[src/rtl/mdu_hilo_if.sv]
// rtl/mdu_hilo_if.sv - request/result bundle between the core and the HI/LO multiply/divide unit
interface mdu_hilo_if;
  logic        start;
  logic [2:0]  op;
  logic [31:0] op1;
  logic [31:0] op2;
  logic [31:0] hi;
  logic [31:0] lo;
  logic        busy;
  logic        done;

  modport master (output start, op, op1, op2, input hi, lo, busy, done);
  modport slave  (input start, op, op1, op2, output hi, lo, busy, done);
endinterface

[src/rtl/mdu_hilo.sv]
// rtl/mdu_hilo.sv - sequential MIPS multiply/divide unit owning the HI and LO registers
// Radix-2 shift-add multiply and restoring divide, 32 iterations plus one sign-fix cycle.
module mdu_hilo (
  input logic       clk,
  input logic       reset,
  mdu_hilo_if.slave bus
);
  typedef enum logic [1:0] {IDLE, CALC, FIX} state_t;

  localparam logic [2:0] OP_MULTU = 3'b000;
  localparam logic [2:0] OP_MULT  = 3'b001;
  localparam logic [2:0] OP_DIVU  = 3'b010;
  localparam logic [2:0] OP_DIV   = 3'b011;
  localparam logic [2:0] OP_MTHI  = 3'b100;
  localparam logic [2:0] OP_MTLO  = 3'b101;

  state_t      state_q, state_d;
  logic [4:0]  cnt_q, cnt_d;
  logic [31:0] hi_q, hi_d;
  logic [31:0] lo_q, lo_d;
  logic        done_q, done_d;
  logic        is_div_q, is_div_d;
  logic        neg_res_q, neg_res_d;
  logic        neg_rem_q, neg_rem_d;
  logic        div0_q, div0_d;
  logic [31:0] opa_q, opa_d;
  logic [31:0] raw_q, raw_d;
  logic [63:0] acc_q, acc_d;

  logic        op1_neg, op2_neg;
  logic [31:0] op1_mag, op2_mag;
  logic [32:0] mul_sum;
  logic [32:0] div_trial;
  logic        div_ge;
  logic [31:0] div_diff;
  logic [63:0] prod_fix;
  logic [31:0] quo_fix, rem_fix;

  always_comb begin
    state_d   = state_q;
    cnt_d     = cnt_q;
    hi_d      = hi_q;
    lo_d      = lo_q;
    done_d    = 1'b0;
    is_div_d  = is_div_q;
    neg_res_d = neg_res_q;
    neg_rem_d = neg_rem_q;
    div0_d    = div0_q;
    opa_d     = opa_q;
    raw_d     = raw_q;
    acc_d     = acc_q;

    // Only MULT and DIV (op[0]=1) treat operands as two's complement.
    op1_neg = bus.op[0] & bus.op1[31];
    op2_neg = bus.op[0] & bus.op2[31];
    op1_mag = op1_neg ? (~bus.op1 + 32'd1) : bus.op1;
    op2_mag = op2_neg ? (~bus.op2 + 32'd1) : bus.op2;

    // acc holds {partial product, multiplier} or {partial remainder, dividend/quotient}.
    mul_sum   = {1'b0, acc_q[63:32]} + (acc_q[0] ? {1'b0, opa_q} : 33'd0);
    div_trial = {acc_q[63:32], acc_q[31]};
    div_ge    = (div_trial >= {1'b0, opa_q});
    div_diff  = div_trial[31:0] - opa_q;

    prod_fix = neg_res_q ? (~acc_q + 64'd1) : acc_q;
    quo_fix  = neg_res_q ? (~acc_q[31:0] + 32'd1) : acc_q[31:0];
    rem_fix  = neg_rem_q ? (~acc_q[63:32] + 32'd1) : acc_q[63:32];

    case (state_q)
      IDLE: begin
        if (bus.start) begin
          case (bus.op)
            OP_MTHI: hi_d = bus.op1;
            OP_MTLO: lo_d = bus.op1;
            OP_MULTU, OP_MULT: begin
              opa_d     = op1_mag;
              acc_d     = {32'd0, op2_mag};
              neg_res_d = op1_neg ^ op2_neg;
              neg_rem_d = 1'b0;
              div0_d    = 1'b0;
              is_div_d  = 1'b0;
              cnt_d     = 5'd0;
              state_d   = CALC;
            end
            OP_DIVU, OP_DIV: begin
              opa_d     = op2_mag;
              acc_d     = {32'd0, op1_mag};
              neg_res_d = op1_neg ^ op2_neg;
              neg_rem_d = op1_neg;
              div0_d    = (bus.op2 == 32'd0);
              raw_d     = bus.op1;
              is_div_d  = 1'b1;
              cnt_d     = 5'd0;
              state_d   = CALC;
            end
            default: ;
          endcase
        end
      end
      CALC: begin
        if (is_div_q) begin
          acc_d = div_ge ? {div_diff, acc_q[30:0], 1'b1}
                         : {div_trial[31:0], acc_q[30:0], 1'b0};
        end else begin
          acc_d = {mul_sum, acc_q[31:1]};
        end
        cnt_d = cnt_q + 5'd1;
        if (cnt_q == 5'd31) begin
          state_d = FIX;
        end
      end
      FIX: begin
        if (!is_div_q) begin
          hi_d = prod_fix[63:32];
          lo_d = prod_fix[31:0];
        end else if (div0_q) begin
          hi_d = raw_q;
          lo_d = 32'hFFFF_FFFF;
        end else begin
          hi_d = rem_fix;
          lo_d = quo_fix;
        end
        done_d  = 1'b1;
        state_d = IDLE;
      end
      default: state_d = IDLE;
    endcase
  end

  always_ff @(posedge clk or posedge reset) begin
    if (reset) begin
      state_q   <= IDLE;
      cnt_q     <= 5'd0;
      hi_q      <= 32'd0;
      lo_q      <= 32'd0;
      done_q    <= 1'b0;
      is_div_q  <= 1'b0;
      neg_res_q <= 1'b0;
      neg_rem_q <= 1'b0;
      div0_q    <= 1'b0;
      opa_q     <= 32'd0;
      raw_q     <= 32'd0;
      acc_q     <= 64'd0;
    end else begin
      state_q   <= state_d;
      cnt_q     <= cnt_d;
      hi_q      <= hi_d;
      lo_q      <= lo_d;
      done_q    <= done_d;
      is_div_q  <= is_div_d;
      neg_res_q <= neg_res_d;
      neg_rem_q <= neg_rem_d;
      div0_q    <= div0_d;
      opa_q     <= opa_d;
      raw_q     <= raw_d;
      acc_q     <= acc_d;
    end
  end

  assign bus.hi   = hi_q;
  assign bus.lo   = lo_q;
  assign bus.busy = (state_q != IDLE);
  assign bus.done = done_q;
endmodule

[src/flat_wrapper.sv]
// flat-port wrapper written by rule: the top's interface ports become plain ports
module mdu_hilo_flat 
  (clk, reset, bus_start, bus_op, bus_op1, bus_op2, bus_hi, bus_lo, bus_busy, bus_done);
  mdu_hilo_if bus_i ();
  input logic clk;
  input logic reset;
  input wire logic [$bits(bus_i.start)-1:0] bus_start;
  input wire logic [$bits(bus_i.op)-1:0] bus_op;
  input wire logic [$bits(bus_i.op1)-1:0] bus_op1;
  input wire logic [$bits(bus_i.op2)-1:0] bus_op2;
  output wire logic [$bits(bus_i.hi)-1:0] bus_hi;
  output wire logic [$bits(bus_i.lo)-1:0] bus_lo;
  output wire logic [$bits(bus_i.busy)-1:0] bus_busy;
  output wire logic [$bits(bus_i.done)-1:0] bus_done;
  assign bus_i.start = bus_start;
  assign bus_i.op = bus_op;
  assign bus_i.op1 = bus_op1;
  assign bus_i.op2 = bus_op2;
  assign bus_hi = bus_i.hi;
  assign bus_lo = bus_i.lo;
  assign bus_busy = bus_i.busy;
  assign bus_done = bus_i.done;
  mdu_hilo u_core (.clk(clk), .reset(reset), .bus(bus_i));
endmodule
[config.mk]
export PLATFORM = sky130hd
export DESIGN_NAME = mdu_hilo_flat
export DESIGN_NICKNAME = d
export VERILOG_FILES = /design/src/rtl/mdu_hilo_if.sv /design/src/rtl/mdu_hilo.sv /design/src/flat_wrapper.sv
export SDC_FILE = /design/constraint.sdc
export NUM_CORES = 1
export LEC_CHECK = 0
export CAP_MARGIN = 30
export CORE_MARGIN = 1
export CORE_UTILIZATION = 44
export CTS_BUF_LIST = sky130_fd_sc_hd__clkbuf_8
export CTS_CLUSTER_DIAMETER = 100
export DETAILED_ROUTE_END_ITERATION = 16
export PLACE_DENSITY = 0.64
export SETUP_SLACK_MARGIN = 0.02
export SYNTH_ARGS = -nofsm -noshare
export SYNTH_HDL_FRONTEND = slang
export SYNTH_SLANG_ARGS = --single-unit
[constraint.sdc]
create_clock -name clk -period 7.3 [get_ports clk]
set_input_delay 1.46 -clock clk [delete_from_list [all_inputs] [get_ports clk]]
set_output_delay 1.46 -clock clk [all_outputs]
set_load 0.03 [all_outputs]
==> reports/qor.yml <==
status:
  status: "finished, final reports clean"
global_routing:
  grt_max_degree: 126
  track_usage_pct: 32.3
  grt_overflow_total: 0
  antenna_found_initial: 1
  grt_first_pass_wirelength_um: 95700
  grt_pass1_vias: 15600
setup_path:
  cp_data_required_time_ns: 7.76
  end_kind: "register"
  critPathKind: "primary input to register"
  start_kind: "primary input"
  arrival_ns: 5.18
  path_max_fanout: 6
yosys:
  synthCells: 2053
  synth_fp_nets: 2195
  synth.area.top_cells: "dfrtp_1, o21ai_0, mux2i_1, xnor2_1, ha_1"
  synth_top_family_by_area: "compound AO/OA/AOI/OAI gates"
  synth_seq_area_share_pct: 30.6
  yosys.area_share.adder_pct: 5.48
  synth_top_area_share_pct: 30.6
  synth_top_area_cell: "dfrtp_1"
  async_flop_share_pct: 100
  synth.avg_cell_area_um2: 8.14
  synth_compound_area_share_pct: 24.2
  synth.mux.area_fraction_pct: 9.21
  synthXorXnorAreaFrac_pct: 9.44
  ys_seq_elements: 204
  netlist_area_um2: 16700
  synth_warnings: 0
  yosys.area_share.simple_pct: 16.3
  synth_cell_types: 71
  synth_edf_count: 0
  ys.flop_type: "dfrtp_1"
route:
  vias: 16400
  first_pass_iters: 5
  post_drt_via_cell_ratio: 6.17
  avgRoutedWirePerCell_um: 23.7
  drc: 0
  routed_wl_um: 63000
  ant_nets: 0
  drtIter0Drc: 1697
place:
  pre_cts_ws_ns: 2.13
  dp_hpwl_um: 46700
  portBuffers: 135
  gp_routability_congestion: 0.999
pwr:
  finalPower_mw: 9.95
  p_per_area_nw_per_um2: 516
  p_leak_nw: 7.95
  peakVddDrop_mv: 0.234
sta:
  timing.final.crit_share_pct: 64.6
  period_needed_ns: 4.72
  finalSetupTns_ns: 0
  clock_skew_ns: 0.0256
  max_freq_ghz: 0.212
  setup_viol: 0
  setup_slack_ns: 2.58
  hold_violations: 0
  tightestPinTransition_ns: 0.950
  slew_viol_final: 0
  relSlewSlack_pct: 36.6
  rsz0062_at_grt: "no"
die:
  start_util_pct: 44.6
  core_um2: 37500
  num_io_pins: 136
  die_area_um2: 38800
  die_h_um: 197
  num_rows: 71
  dieWidth_um: 197
final_layout:
  drive_above_1_share_pct: 7.93
  finalNetCount: 2257
  syn2layout_area_growth_pct: 15.4
  fillers: 3579
  fin_util_pct: 51.4
clocking:
  cts_tree: "done"
  cts_buffer_depth: 3
  postCtsSetupBuffers: 0
  clk_latency_ns: 0.58
  clock-root-buffer: "clkbuf_8"
  cts_buffers: 39
  h-tree-depth: 2
  cts_hold_buf: 0
  cts_sinks: 204
  clk_pin_slew_ns: 0.06
  cts_resized: 0
flow_run:
  maxCapViolations: 0
hold_path:
  hold_path_class: "register to register"
[sequential cells by signal, summed over array words and instances, names as in the netlist]
register	count
u_core.acc_q	64
u_core.bus.done	1
u_core.bus.hi	32
u_core.bus.lo	32
u_core.cnt_q	5
u_core.div0_q	1
u_core.is_div_q	1
u_core.neg_rem_q	1
u_core.neg_res_q	1
u_core.opa_q	32
u_core.raw_q	32
u_core.state_q	2
[cell type report]
cell class	instances	area, um2	area share [%]
Clock inverter	23	156	0.811
Antenna cell	1	2.50	0.0130
Inverter	71	274	1.42
Timing Repair Buffer	164	1650	8.55
Clock buffer	47	647	3.36
Tap cell	511	639	3.32
Sequential cell	204	5110	26.5
Multi-Input combinational cell	1635	10800	56.0
[critical path, cell delays in order]
cell and delay, ns:
clkdlybuf4s50_1 0.56, or4_1 0.65, or4_1 0.53, nor4_1 0.70
and2_1 0.41, inv_2 0.06, o21ai_1 0.17, xnor2_1 0.10
nor2_1 0.13, a21oi_1 0.05, a221o_1 0.33
[routing by layer]
| metal | vias to the layer above | track usage [%] | wire length, um |
|---|---|---|---|
| met2 | 738 | 49.6 | 27900 |
| met4 | 0 | 14.0 | 2700 |
| met1 | 7964 | 43.7 | 26600 |
| met5 | - | 0 | 0 |
| li1 | 7559 | - | - |
| met3 | 135 | 7.08 | 5810 |
[worst paths after layout]
check | start | end | slack (ns) | cells past startpoint
setup / recovery | bus_op1[4] | u_core.acc_q[26] | 2.58 | 11
hold / removal | u_core.bus.lo[10] | u_core.bus.lo[10] | 0.47 | 2
setup reg to reg | u_core.acc_q[0] | u_core.acc_q[61] | 2.62 | 13
hold reg to reg | u_core.bus.lo[10] | u_core.bus.lo[10] | 0.47 | 2
max in group asynchronous | reset | u_core.cnt_q[4] | 4.80 | 3
min in group asynchronous | reset | u_core.bus.done | 1.36 | 2
[cells in the mapped netlist, types with 17 or more instances]
| cell | n |
|---|---|
| o21ai_0 | 219 |
| nand2_1 | 212 |
| dfrtp_1 | 204 |
| a21oi_1 | 150 |
| nor2_1 | 149 |
| clkbuf_1 | 129 |
| xnor2_1 | 101 |
| mux2i_1 | 93 |
| xor2_1 | 79 |
| ha_1 | 70 |
| inv_1 | 69 |
| mux2_2 | 54 |
| o22ai_1 | 42 |
| o211ai_1 | 41 |
| nor3_1 | 34 |
| a21o_1 | 29 |
| a22oi_1 | 26 |
| nand3_1 | 25 |
| or3_1 | 23 |
| a211oi_1 | 19 |
| nor4_1 | 19 |
| o31ai_1 | 19 |
| a31oi_1 | 17 |
| nor2b_1 | 17 |
[cells in the final DEF, fill, tap and decap left out, types with 18 or more instances in the layout]
| master | n |
|---|---|
| a21oi_1 | 150 |
| nand2_1 | 212 |
| a21o_1 | 29 |
| buf_4 | 23 |
| o31ai_1 | 19 |
| mux2i_1 | 93 |
| xor2_1 | 79 |
| or3_1 | 23 |
| clkbuf_8 | 47 |
| nor3_1 | 34 |
| nand3_1 | 25 |
| o21ai_0 | 219 |
| xnor2_1 | 101 |
| dfrtp_1 | 202 |
| ha_1 | 70 |
| mux2_2 | 54 |
| nor2_1 | 147 |
| nor4_1 | 18 |
| clkdlybuf4s50_1 | 134 |
| o211ai_1 | 41 |
| o22ai_1 | 42 |
| a22oi_1 | 26 |
| a211oi_1 | 19 |
| inv_1 | 80 |
[metrics by stage]
stage	cells	hold slack [ns]	cell area [um2]
5_1_grt	2655	0.499	19300
3_5_place_dp	2585	0.469	18500
6_report	2656	0.474	19300
4_1_cts	2655	0.483	19300
3_3_place_gp	2580	0.465	18400
2_1_floorplan	2053	0.450	16700
[kinds of logic (layout without fill, tap and decap cells)]
| logic type | count (synthesis) | in the layout |
|---|---|---|
| multiplexers | 147 | 147 |
| AO/OA/AOI/OAI | 661 | 661 |
| buffers and inverters | 214 | 305 |
| XOR/XNOR | 180 | 180 |
| adder cells (fa/ha/maj) | 72 | 72 |
| flip-flops | 204 | 204 |
| other | 0 | 1 |
| AND/OR/NAND/NOR | 575 | 575 |
[report_power, final]
group	leakage (nW)	internal [mW]	switching (mW)
Clock	0.462	0.656	0.541
Combinational	5.01	2.65	3.65
Sequential	2.48	1.68	0.780
Power figures use the tool's default switching activity.
